--- config.mk ---
export PLATFORM = sky130hd
export DESIGN_NAME = stage_ma
export DESIGN_NICKNAME = d
export VERILOG_FILES = /design/src/rtl/stage_ma.sv
export SDC_FILE = /design/constraint.sdc
export NUM_CORES = 1
export LEC_CHECK = 0
export BUFFER_PORTS_ARGS = -buffer_cell sky130_fd_sc_hd__buf_2
export CORE_UTILIZATION = 41
export CTS_BUF_LIST = sky130_fd_sc_hd__clkbuf_4 sky130_fd_sc_hd__clkbuf_8
export CTS_CLUSTER_DIAMETER = 60
export DETAILED_ROUTE_END_ITERATION = 10
export GPL_TIMING_DRIVEN = 0
export PLACE_DENSITY = 0.61
export SLEW_MARGIN = 10
export SYNTH_ARGS = -nofsm -noshare
export SYNTH_HDL_FRONTEND = slang
export SYNTH_SLANG_ARGS = --single-unit
--- constraint.sdc ---
create_clock -name clk -period 4.4 [get_ports clk]
set_input_delay 0.88 -clock clk [delete_from_list [all_inputs] [get_ports clk]]
set_output_delay 0.88 -clock clk [all_outputs]
set_load 0.05 [all_outputs]
--- src/rtl/stage_ma.sv ---
// -----------------------------------------------------------------------------
// stage_ma_pkg + stage_ma
//
// Memory-access stage of the 5-stage RV32 pipeline. Takes the EX-MA pipeline
// register and runs loads/stores on a valid/ready data-memory port. While a
// transaction is outstanding, the stage holds the upstream pipeline. It aligns
// store data and byte enables to the addressed lanes, and extends load data.
// The result is registered into the MA-WB pipeline register.
//
// Ports:
//   clk, rst_ni          clock, asynchronous active-low reset
//   ex_ma_i              EX-MA pipeline register
//   stall_i              hazard-unit stall; holds ma_wb_reg_o
//   stall_o              MA busy, upstream must hold
//   dmem_req_valid_o     request valid  / dmem_req_ready_i  request accepted
//   dmem_addr_o          word-aligned address
//   dmem_we_o            1 = store
//   dmem_be_o            byte enables
//   dmem_wdata_o         lane-replicated store data
//   dmem_rvalid_i        load data valid / dmem_rdata_i  load data
//   misalign_o           one-cycle misaligned-access pulse
//   ma_wb_reg_o          MA-WB pipeline register
//
// Optional feature: define MA_MISALIGN_TRAP_EN to trap misaligned halfword and
// word accesses. A trapped access issues no request and pulses misalign_o, and
// it is retired with reg_wr_en cleared. Without the macro, misalign_o is tied
// to 0 and the unused low address bits are ignored.
// -----------------------------------------------------------------------------
package stage_ma_pkg;

    typedef struct packed {
        logic        valid;
        logic [31:0] pc_plus_four;
        logic [31:0] alu_result;
        logic [31:0] dmem_data;
        logic        dmem_rd_en;
        logic        dmem_wr_en;
        logic [1:0]  dmem_size;
        logic        dmem_sign;
        logic        reg_wr_en;
        logic [1:0]  reg_wr_sel;
        logic [4:0]  reg_wr_addr;
    } ex_ma_reg_t;

    typedef struct packed {
        logic        valid;
        logic [31:0] pc_plus_four;
        logic [31:0] alu_result;
        logic [31:0] load_data;
        logic        reg_wr_en;
        logic [1:0]  reg_wr_sel;
        logic [4:0]  reg_wr_addr;
    } ma_wb_reg_t;

endpackage

module stage_ma
    import stage_ma_pkg::*;
(
    input  logic        clk,
    input  logic        rst_ni,
    input  ex_ma_reg_t  ex_ma_i,
    input  logic        stall_i,
    output logic        stall_o,
    output logic        dmem_req_valid_o,
    input  logic        dmem_req_ready_i,
    output logic [31:0] dmem_addr_o,
    output logic        dmem_we_o,
    output logic [3:0]  dmem_be_o,
    output logic [31:0] dmem_wdata_o,
    input  logic        dmem_rvalid_i,
    input  logic [31:0] dmem_rdata_i,
    output logic        misalign_o,
    output ma_wb_reg_t  ma_wb_reg_o
);

    typedef enum logic [1:0] {
        S_IDLE,
        S_REQ,
        S_WAIT,
        S_DONE
    } state_e;

    state_e      state_q, state_d;
    ma_wb_reg_t  ma_wb_q, ma_wb_d;
    ma_wb_reg_t  buf_q, buf_d;      // completed result parked while stall_i holds
    logic [29:0] addr_q, addr_d;
    logic [1:0]  lo_q, lo_d;        // low address bits, for load lane select
    logic        we_q, we_d;
    logic [3:0]  be_q, be_d;
    logic [31:0] wdata_q, wdata_d;
    logic [1:0]  size_q, size_d;
    logic        sign_q, sign_d;

    logic        mem_op;
    logic        trap;
    logic        complete;
    ma_wb_reg_t  result;
    logic [3:0]  be_new;
    logic [31:0] wdata_new;

    // dmem_sign=0 sign-extends, dmem_sign=1 zero-extends.
    function automatic logic [31:0] load_extract(input logic [31:0] w,
                                                 input logic [1:0]  lo,
                                                 input logic [1:0]  size,
                                                 input logic        zext);
        logic [7:0]  b;
        logic [15:0] h;
        b = w[{lo, 3'b000} +: 8];
        h = lo[1] ? w[31:16] : w[15:0];
        case (size)
            2'b00:   return zext ? {24'b0, b} : {{24{b[7]}}, b};
            2'b01:   return zext ? {16'b0, h} : {{16{h[15]}}, h};
            default: return w;
        endcase
    endfunction

    always_comb begin
        mem_op = ex_ma_i.valid && (ex_ma_i.dmem_rd_en || ex_ma_i.dmem_wr_en);
`ifdef MA_MISALIGN_TRAP_EN
        trap = mem_op &&
               (((ex_ma_i.dmem_size == 2'b01) && ex_ma_i.alu_result[0]) ||
                (ex_ma_i.dmem_size[1] && (ex_ma_i.alu_result[1:0] != 2'b00)));
`else
        trap = 1'b0;
`endif
        misalign_o = (state_q == S_IDLE) && trap;
    end

    // Store lane placement for the instruction currently in EX-MA.
    always_comb begin
        case (ex_ma_i.dmem_size)
            2'b00: begin
                be_new    = 4'b0001 << ex_ma_i.alu_result[1:0];
                wdata_new = {4{ex_ma_i.dmem_data[7:0]}};
            end
            2'b01: begin
                be_new    = 4'b0011 << {ex_ma_i.alu_result[1], 1'b0};
                wdata_new = {2{ex_ma_i.dmem_data[15:0]}};
            end
            default: begin
                be_new    = 4'hF;
                wdata_new = ex_ma_i.dmem_data;
            end
        endcase
    end

    always_comb begin
        state_d  = state_q;
        ma_wb_d  = ma_wb_q;
        buf_d    = buf_q;
        addr_d   = addr_q;
        lo_d     = lo_q;
        we_d     = we_q;
        be_d     = be_q;
        wdata_d  = wdata_q;
        size_d   = size_q;
        sign_d   = sign_q;
        complete = 1'b0;

        // EX-MA is held by stall_o during a transaction, so its fields are
        // still valid when the transaction completes.
        result.valid        = ex_ma_i.valid;
        result.pc_plus_four = ex_ma_i.pc_plus_four;
        result.alu_result   = ex_ma_i.alu_result;
        result.load_data    = 32'b0;
        result.reg_wr_en    = ex_ma_i.reg_wr_en;
        result.reg_wr_sel   = ex_ma_i.reg_wr_sel;
        result.reg_wr_addr  = ex_ma_i.reg_wr_addr;

        case (state_q)
            S_IDLE: begin
                if (trap) begin
                    complete         = 1'b1;
                    result.reg_wr_en = 1'b0;
                end else if (mem_op) begin
                    addr_d  = ex_ma_i.alu_result[31:2];
                    lo_d    = ex_ma_i.alu_result[1:0];
                    we_d    = ex_ma_i.dmem_wr_en;
                    be_d    = be_new;
                    wdata_d = wdata_new;
                    size_d  = ex_ma_i.dmem_size;
                    sign_d  = ex_ma_i.dmem_sign;
                    state_d = S_REQ;
                end else if (!stall_i) begin
                    ma_wb_d = result;
                end
            end
            S_REQ: begin
                if (dmem_req_ready_i) begin
                    if (we_q) complete = 1'b1;
                    else      state_d  = S_WAIT;
                end
            end
            S_WAIT: begin
                if (dmem_rvalid_i) begin
                    complete         = 1'b1;
                    result.load_data = load_extract(dmem_rdata_i, lo_q, size_q, sign_q);
                end
            end
            S_DONE: begin
                if (!stall_i) begin
                    ma_wb_d = buf_q;
                    state_d = S_IDLE;
                end
            end
            default: state_d = S_IDLE;
        endcase

        if (complete) begin
            if (stall_i) begin
                buf_d   = result;
                state_d = S_DONE;
            end else begin
                ma_wb_d = result;
                state_d = S_IDLE;
            end
        end

        stall_o = mem_op && (state_q != S_DONE) && !complete;
    end

    always_ff @(posedge clk or negedge rst_ni) begin
        if (!rst_ni) begin
            state_q <= S_IDLE;
            ma_wb_q <= '0;
        end else begin
            state_q <= state_d;
            ma_wb_q <= ma_wb_d;
        end
    end

    // Request and result buffers only matter once loaded, so they have no reset.
    always_ff @(posedge clk) begin
        addr_q  <= addr_d;
        lo_q    <= lo_d;
        we_q    <= we_d;
        be_q    <= be_d;
        wdata_q <= wdata_d;
        size_q  <= size_d;
        sign_q  <= sign_d;
        buf_q   <= buf_d;
    end

    assign dmem_req_valid_o = (state_q == S_REQ);
    assign dmem_addr_o      = {addr_q, 2'b00};
    assign dmem_we_o        = we_q;
    assign dmem_be_o        = be_q;
    assign dmem_wdata_o     = wdata_q;
    assign ma_wb_reg_o      = ma_wb_q;

endmodule

==> results by stage, run 1 <==
Floorplanning:
- The die covers 29100 sq um.
- The I/O pin total is 324.
- The number of rows in the core area is 61.
- The total area inside the core boundary comes to 27900 sq um.
- The height of the chip is 171 um.
- The initial core utilization is 0.419.
- The chip width is 171 um.

Setup path:
- The top fanout value on the critical path is 9.
- Together, buffers and inverters on the worst path number 2.
- The worst setup path is of the reg2out kind.
- At the worst endpoint, the required time is 3.52 ns.
- For this run, the slowest stage of the critical path takes 0.38 ns.
- STA classifies the critical path endpoint as a primary output.
- STA classifies the critical path startpoint as a register.
- The signal on the critical path passes through inv_1, ha_1, nand2_1, a21oi_2, nor3_1, buf_2.
- The largest individual stage delay along the critical path comes from the cell sky130_fd_sc_hd__dfrtp_1.
- The kind of cell with the highest combined delay along the critical path is simple AND/OR/NAND/NOR gates.
- At the worst endpoint, the arrival time is 2.24 ns.

CTS:
- The number of setup buffers added after CTS is 0.
- Gates resized during post-CTS repair numbered 0.
- In this run the clock root is driven by a sky130_fd_sc_hd__clkbuf_8.
- The source-to-sink clock delay at the later pin of the worst-skew pair is 0.56 ns.
- The clock tree from TritonCTS is built.
- Buffers inserted to repair hold after CTS numbered 0.
- The depth of the CTS H-tree is 2.
- The number of sinks on the clock net is 284.
- The buffer depth of the longest clock path is 3.
- The number of buffers inserted during clock tree synthesis is 49.
- After clock tree synthesis, the clock-pin slew on the worst setup and hold paths is 0.06 ns.

Logic synthesis:
- The average cell area after synthesis is 14.5 sq um.
- The cell area that synthesis handed to floorplanning was 11700 sq um.
- In the synthesized netlist, the number of instances is 805.
- The part of the Yosys area used for sequential elements is 0.685.
- Yosys printed 0 warnings.
- The count of unique library cells instantiated by Yosys is 44.
- The total of flip-flops plus latches after synthesis is 284.

STA:
- The worst-case setup margin in the final layout is 1.28 ns.
- For the final routed database, the setup TNS stands at 0 ns.
- Setup violations remaining at the end of the flow were counted as 0.
- The count of final hold-check violations came to 0.
- The transition time at the pin with the least slew margin is 0.826 ns.
- Headroom to the max-slew limit came out at 0.447.
- The routed design could run at a clock period as short as 3.12 ns.
- The largest clock skew in the final design is 0.0233 ns.
- The number of pins exceeding their max-slew limit in the final report is 0.
- The ratio of final minimum period to clock period is 0.710.
- Setup repair after global routing left no endpoint under its margin.
- Based on the critical path, the design can be clocked at up to 320 MHz.

Routing:
- The post-detailed-route wirelength per cell is 20.1 um.
- The routed wire length is 32200 um.
- The post-detailed-route count of antenna-violating nets is 0.
- After detailed routing, the number of remaining DRC violations is 0.
- After the first detailed-routing iteration, the DRC count stood at 577.
- The first-pass iteration count of the detailed router is 4.
- The post-detailed-route via-to-cell ratio is 5.30.
- The via count of the routed design is 8490.

Pwr:
- The share of total power dissipated in sequential elements is 0.353.
- Internal power comes to 6100 uW.
- The analysis attributes to cell leakage a power of 0.00640 uW.
- The share of total power dissipated in combinational logic is 0.420.
- The power spent charging and discharging nets is 4680 uW.
- The power density relative to cell area is 724 nW/um^2.
- The share of total power dissipated in the clock network is 0.227.
- Of the total power, the share spent switching nets is 0.434.
- Across the VDD grid, the largest voltage drop is 283 uV.

Global routing:
- The via count of the first global-routing pass is 8468.
- The first global-routing pass estimated 48700 um of wire.
- After global routing the overflow that remains totals 0.
- The overall routing resource usage is 0.218.
- Entering global routing, the biggest net connects 60 pins.
- The number of antenna violations at the first check in global routing is 6.

Final layout:
- From synthesis to final layout, the design area changed by 27.6%.
- The most common cell after layout, fill and taps aside is sky130_fd_sc_hd__buf_2.
- The top cell types in the final layout, fill and taps aside, are 358 x sky130_fd_sc_hd__buf_2, 177 x sky130_fd_sc_hd__edfxtp_1, 107 x sky130_fd_sc_hd__dfrtp_1.
- Of the cells placed in the final design, the portion with a size suffix greater than 1 is 0.417.
- The finished layout holds 1602 standard cells, fillers aside.
- The final layout net count is 1333.

Placement:
- The worst slack at placement is 1.53 ns.
- At the end of routability-driven placement, the weighted congestion stood at 0.873.
- The number of placed instances, taps included, is 1509.
- In this run the tool buffered the top-level ports with 320 buffer cells.
- The half-perimeter wire length after placement is 22800 um.

Run:
- The number of max-cap violations is 0.

Outcome:
- The run finished with clean final reports.

Min path:
- The class of the most critical hold timing path is in2async.
-- cell usage after synthesis, drive strengths merged --
master | count | area share
ha | 4 | 0.0043
nor3 | 2 | 0.00086
o21bai | 2 | 0.0013
o221ai | 1 | 0.0013
a21oi | 38 | 0.017
o2bb2ai | 73 | 0.055
dfrtp | 107 | 0.23
a22o | 8 | 0.0060
nand3b | 1 | 0.00064
o21ba | 1 | 0.00086
nand2 | 26 | 0.0084
nand4 | 1 | 0.00054
edfxtp | 177 | 0.46
a22oi | 81 | 0.052
o22ai | 8 | 0.0043
mux2 | 25 | 0.024
or2 | 2 | 0.0011
clkbuf | 12 | 0.0040
nor3b | 8 | 0.0051
and3 | 1 | 0.00054
conb | 1 | 0.00032
nand3 | 1 | 0.00043
mux4 | 1 | 0.0019
a211oi | 2 | 0.0017
nor2b | 7 | 0.0038
buf | 59 | 0.032
nor2 | 20 | 0.0064
o21ai | 42 | 0.018
nand2b | 5 | 0.0027
o221a | 7 | 0.0068
inv | 24 | 0.0077
and2 | 3 | 0.0016
mux2i | 27 | 0.023
o211ai | 8 | 0.0051
a21o | 2 | 0.0013
a221oi | 18 | 0.014
-- layout make-up --
| cell class | instances | area (sq um) |
|---|---|---|
| diodes | 4 | 10.0 |
| plain buffers | 71 | 425 |
| clock buffers | 75 | 920 |
| clock inverters | 14 | 96.3 |
| fillers | 2413 | 13000 |
| inverters | 24 | 92.6 |
| multi-input cells | 428 | 3170 |
| flip-flops and latches | 284 | 7990 |
| well taps | 378 | 473 |
| repair buffers | 324 | 1710 |
-- registers in the layout, indices dropped and copies added, names as in the netlist --
signal and count:
size_q 2, dmem_be_o 4, buf_q 105, ma_wb_reg_o 105
state_q 2, addr_q 30, sign_q 1, lo_q 2
dmem_we_o 1, dmem_wdata_o 32
-- through the flow --
step	cell area (sq um)	hold WS (ns)	total power (uW)	util
finish	14900	0.267	10800	0.534
detailed placement	13900	0.516	8440	0.498
CTS	14900	0.271	10900	0.534
global placement	13800	0.504	8360	0.494
global route	14900	0.294	11300	0.534
floorplan	11700	0.499	7130	-
-- cells by family after synthesis --
kind of cell | synth area share
simple gates | 0.0321
compound gates | 0.185
fa+ha+maj | 0.00429
other cells | 0.000321
mux | 0.0492
flops | 0.685
buf+inv | 0.0442
-- worst paths after layout --
check / start / end / slack [ns] / depth (start not counted)
max in group asynchronous: rst_ni / ma_wb_reg_o[0]$_DFF_PN0_ / 3.43 / 2
setup reg to reg: state_q[0]$_DFFE_PN0P_ / buf_q[64]$_DFFE_PP_ / 1.85 / 6
hold reg to reg: buf_q[27]$_DFFE_PP_ / ma_wb_reg_o[27]$_DFF_PN0_ / 0.52 / 2
hold / removal: rst_ni / ma_wb_reg_o[99]$_DFF_PN0_ / 0.27 / 1
min in group clk: ex_ma_i[89] / buf_q[84]$_DFFE_PP_ / 0.51 / 1
setup / recovery: state_q[0]$_DFFE_PN0P_ / stall_o / 1.28 / 6
-- power groups by stage --
stage | Clock, uW | Sequential, uW | Combinational, uW
after global routing | 2630 | 3880 | 4830
after global placement | 0 | 3850 | 4510
after detailed placement | 0 | 3860 | 4580
after floorplan | 0 | 5530 | 1590
final | 2450 | 3800 | 4530
after CTS | 2520 | 3810 | 4580
-- layer usage --
metal / track usage / part of all wire
met5: 0 / 0.00081
met3: 0.0706 / 0.093
met4: 0.0748 / 0.025
met2: 0.349 / 0.46
met1: 0.278 / 0.42
Note: power is estimated with default switching activity, not from simulation.
==> inputs of run 2 (changes only) <==
--- a/config.mk
+++ b/config.mk
@@ -5,6 +5,7 @@
 export SDC_FILE = /design/constraint.sdc
 export NUM_CORES = 1
 export LEC_CHECK = 0
+export ABC_AREA = 1
 export BUFFER_PORTS_ARGS = -buffer_cell sky130_fd_sc_hd__buf_2
 export CORE_UTILIZATION = 41
 export CTS_BUF_LIST = sky130_fd_sc_hd__clkbuf_4 sky130_fd_sc_hd__clkbuf_8
==> constraint.sdc (replaced) <==
create_clock -name clk -period 3.1 [get_ports clk]
set_input_delay 0.62 -clock clk [delete_from_list [all_inputs] [get_ports clk]]
set_output_delay 0.62 -clock clk [all_outputs]
set_load 0.05 [all_outputs]
==> run 2 against run 1 <==
Synthesized cell count is 54% higher. Critical path depth down 2. Worst setup slack got worse by 1.1 ns. Global-route usage increased by 0.24 points. Sequential cell count did not move. Non-clock buffer count fell by 4. Clock skew fell by 0.0084 ns. Sequential share of layout area shrank 2.1 points. Combinational power rose by 33%. Power up 37%. First-iteration DRC count rose by 25%. Clock power rose by 41%.
==> results by stage, run 2 <==
Min path:
- The hold path depth is 1.
- The class of the most critical hold timing path is in2reg (was in2async).

Routing:
- The post-detailed-route wirelength per cell is 16.5 um (was 20.1 um).
- The number of DRC violations after detailed-routing iteration 0 is 721 (was 577).
- The via count of the routed design is 9719 (was 8490).
- The post-detailed-route count of antenna-violating nets is 0 (unchanged).
- The post-detailed-route via-to-cell ratio was 4.76 (was 5.30).
- The first-pass iteration count of the detailed router is 5 (was 4).
- The number of design rule violations left after detail routing is 0 (unchanged).
- The routed wire length was 33700 um (was 32200 um).

CTS:
- The number of setup buffers added after CTS came to 0 (unchanged).
- The number of sinks on the clock net is 284 (unchanged).
- The root cell of the clock tree is sky130_fd_sc_hd__clkbuf_8 (unchanged).
- The number of buffers inserted during clock tree synthesis is 48 (was 49).
- The depth of the CTS H-tree is 2 (unchanged).
- The clock tree from TritonCTS is built (unchanged).
- The buffer depth of the longest clock path is 3 (unchanged).
- The source-to-sink clock delay at the later pin of the worst-skew pair came to 0.56 ns (about the same).
- The clock edge transition at the registers on the reported setup and hold paths is 0.06 ns (about the same).

Logic synthesis:
- The dominant synthesized flop cell is sky130_fd_sc_hd__edfxtp_1 (unchanged).
- The number of instances in the synthesized netlist came to 1239 (was 805).
- The post-synthesis cell area is 12200 sq um (was 11700 sq um).
- The cell with the most instances after synthesis was sky130_fd_sc_hd__nand2_1 (was sky130_fd_sc_hd__edfxtp_1).
- The count of unique library cells instantiated by Yosys was 31 (was 44).
- The yosys synthesis warning count is 0 (unchanged).
- The average cell area after synthesis is 9.88 sq um (was 14.5 sq um).
- The portion of synthesized cell area occupied by the leading cell type was 0.434 (was 0.456).
- Commonest cells post-synth: 439 x sky130_fd_sc_hd__nand2_1, 177 x sky130_fd_sc_hd__edfxtp_1, 158 x sky130_fd_sc_hd__inv_1 (was 177 x sky130_fd_sc_hd__edfxtp_1, 107 x sky130_fd_sc_hd__dfrtp_1, 81 x sky130_fd_sc_hd__a22oi_1).
- The post-synthesis async set-or-reset flop share is 0.377 (unchanged).
- Top area cells in the synthesized netlist: sky130_fd_sc_hd__edfxtp_1 43%, sky130_fd_sc_hd__dfrtp_1 22%, sky130_fd_sc_hd__nand2_1 13%, sky130_fd_sc_hd__inv_1 4.8%, sky130_fd_sc_hd__o21ai_0 3.5% (was sky130_fd_sc_hd__edfxtp_1 46%, sky130_fd_sc_hd__dfrtp_1 23%, sky130_fd_sc_hd__o2bb2ai_1 5.5%, sky130_fd_sc_hd__a22oi_1 5.2%, sky130_fd_sc_hd__mux2_2 2.4%).
- The total of flip-flops plus latches after synthesis is 284 (unchanged).
- The dominant cell type by area after synthesis was sky130_fd_sc_hd__edfxtp_1 (unchanged).
- The part of the Yosys area used for sequential elements came to 0.653 (was 0.685).
- The number of enable-type register cells in the synthesized netlist was 177 (unchanged).

Setup path:
- The peak per-stage delay on the critical path is 0.44 ns (was 0.38 ns).
- The top fanout value on the critical path is 13 (was 9).
- The critical path endpoint category is a primary output (unchanged).
- The sum of buffers and inverters on the critical path is 2 (unchanged).
- The setup slack of the worst register-to-register path came to 0.51 ns (was 1.85 ns).
- The start of the worst register-to-register path is state_q[0]$_DFFE_PN0P_ (unchanged).
- The cell with the largest stage delay on the worst path is sky130_fd_sc_hd__ha_1 (was sky130_fd_sc_hd__dfrtp_1).
- The endpoint of the most critical setup path is stall_o (unchanged).
- The arrival time of data at the critical path endpoint is 2.30 ns (was 2.24 ns).
- Cell chain of the critical path: ha_1, clkbuf_2, nor3_1, buf_4 (was inv_1, ha_1, nand2_1, a21oi_2, nor3_1, buf_2).
- The endpoint of the lowest-slack register-to-register path is buf_q[3]$_DFFE_PP_ (was buf_q[64]$_DFFE_PP_).
- The number of logic stages on the critical path including buffering is 4 (was 6).
- The number of cells on the worst reg-to-reg path is 10 (was 6).
- The critical path required time came to 2.48 ns (was 3.52 ns).
- The cell family with the largest share of critical-path delay is buffers and inverters (was simple AND/OR/NAND/NOR gates).
- The kind of launch point of the worst setup path is a register (unchanged).
- The launch point of the critical path was state_q[0]$_DFFE_PN0P_ (unchanged).
- The critical path class is reg2out (unchanged).

Floorplanning:
- The I/O pin total is 324 (unchanged).
- The chip width is 175 um (was 171 um).
- The placeable core region came to 29000 sq um (was 27900 sq um).
- The initial core utilization is 0.422 (was 0.419).
- The die area was 30600 sq um (was 29100 sq um).
- The number of rows in the core area is 62 (was 61).
- The height of the chip was 175 um (was 171 um).

Final layout:
- The most common cell after layout, fill and taps aside is sky130_fd_sc_hd__nand2_1 (was sky130_fd_sc_hd__buf_2).
- The layout cell share with drive strength beyond 1 is 0.296 (was 0.417).
- Commonest cells after routing, fill and taps aside: 437 x sky130_fd_sc_hd__nand2_1, 344 x sky130_fd_sc_hd__buf_2, 177 x sky130_fd_sc_hd__edfxtp_1 (was 358 x sky130_fd_sc_hd__buf_2, 177 x sky130_fd_sc_hd__edfxtp_1, 107 x sky130_fd_sc_hd__dfrtp_1).
- The final core area utilization is 0.534 (about the same).
- The final layout net count is 1767 (was 1333).
- The count of non-filler cells in the finished layout came to 2040 (was 1602).
- The synthesis-to-finish area growth is 26.6% (was 27.6%).

Pwr:
- The leakage power summed over all cells is 0.00783 uW (was 0.00640 uW).
- The power density relative to cell area is 950 nW/um^2 (was 724 nW/um^2).
- The peak ir drop on the vdd network is 433 uV (was 283 uV).
- The total power draw is 14700 uW (was 10800 uW).

STA:
- The normalized max-slew margin is 0.432 (was 0.447).
- Dividing the final minimum period by the clock period gives 0.943.
- The count of final hold-check violations is 0 (unchanged).
- The number of pins exceeding their max-slew limit in the final report came to 0 (unchanged).
- The worst-case setup margin in the final layout is 0.176 ns (was 1.28 ns).
- Setup repair after global routing missed its margin: no (unchanged).
- The largest clock skew in the final design is 0.0150 ns (was 0.0233 ns).
- The routed design could run at a clock period as short as 2.92 ns.
- The setup-violating endpoint count in the final report is 0 (unchanged).
- The transition time at the pin with the least slew margin is 0.852 ns (was 0.826 ns).
- Static timing analysis puts the maximum clock frequency at 342 MHz.
- The setup TNS is 0 ns (unchanged).

Placement:
- The number of buffer cells added on primary ports is 320 (unchanged).
- The worst slack at placement came to 0.401 ns (was 1.53 ns).
- The half-perimeter wire length after placement is 23700 um (was 22800 um).
- The final weighted congestion of routability-driven global placement was 0.891 (was 0.873).
- The number of placed cells counting well taps came to 1950 (was 1509).

Global routing:
- The overall routing resource usage is 0.221 (was 0.218).
- The via count of the first global-routing pass is 9490 (was 8468).
- The total grt overflow is 0 (unchanged).
- The largest net degree at the start of global routing is 68 (was 60).
- The number of antenna violations at the first check in global routing came to 2 (was 6).
- The first-pass GRT wire length is 52500 um (was 48700 um).

Run:
- The number of max-cap violations is 0 (unchanged).

Outcome:
- Status: finished, final reports clean (unchanged).
## run 2: worst reg2reg max path: stages, from the launching register on
cell	delay (ns)
sky130_fd_sc_hd__dfrtp_1	0.43
sky130_fd_sc_hd__inv_2	0.07
sky130_fd_sc_hd__ha_1	0.23
sky130_fd_sc_hd__nand2_4	0.16
sky130_fd_sc_hd__o21ai_2	0.09
sky130_fd_sc_hd__nand2_2	0.17
sky130_fd_sc_hd__inv_2	0.06
sky130_fd_sc_hd__nand2_2	0.08
sky130_fd_sc_hd__clkinvlp_4	0.45
sky130_fd_sc_hd__buf_12	0.37
sky130_fd_sc_hd__buf_12	0.22
## run 2: worst min-delay path by stage
stage	startpoint	to	slack, ns
after detailed placement	ma_wb_reg_o[28]$_DFF_PN0_	ma_wb_reg_o[28]$_DFF_PN0_	0.53
after floorplan	rst_ni	ma_wb_reg_o[0]$_DFF_PN0_	0.32
after global routing	ex_ma_i[81]	buf_q[76]$_DFFE_PP_	0.20
after global placement	ma_wb_reg_o[39]$_DFF_PN0_	ma_wb_reg_o[39]$_DFF_PN0_	0.52
final	ex_ma_i[6]	buf_q[6]$_DFFE_PP_	0.25
after CTS	ex_ma_i[6]	buf_q[6]$_DFFE_PP_	0.20
## run 2: area by class of cell
type	count	area (sq um)
Fill cell	2709	13500
Sequential cell	284	7990
Multi-Input combinational cell	728	3290
Timing Repair Buffer	326	1730
Clock buffer	80	926
Inverter	163	618
Tap cell	384	480
Buffer	65	380
Clock inverter	9	82.6
Antenna cell	1	2.50
## run 2: logic make-up after synthesis
kind of cell               count (synthesis)  synth area share
and+or+nand+nor                          522             0.173
adders and majority gates                  4           0.00409
other                                      1          0.000306
AOI/OAI and AO/OA                        199            0.0885
buffers and inverters                    229            0.0812
DFF                                      284             0.653
## run 2: what timing repair did
item,CTS,global route
endpoints found under the setup margin,1,1
hold endpoints to repair,37,0
gates resized for setup,2,1
hold buffers,1,0
## run 2: power breakdown
group	total (uW)	internal [uW]	switching (uW)
logic	6030	1430	4600
clock network	3450	1970	1490
registers	5240	4910	322
## run 2: layer usage
layer | GRT usage | wire [um] | vias to the layer above
met2 | 0.350 | 15700 | 364
met3 | 0.0572 | 2390 | 62
met1 | 0.296 | 14800 | 4503
met4 | 0.0692 | 816 | 2
li1 | - | - | 4788
met5 | 0 | 13 | -
## run 2: metrics by stage
step / cell area [sq um] / hold slack, ns
2_1_floorplan: 12300 / 0.324
5_1_grt: 15500 / 0.198
3_3_place_gp: 14400 / 0.519
4_1_cts: 15500 / 0.204
6_report: 15500 / 0.246
3_5_place_dp: 14500 / 0.525
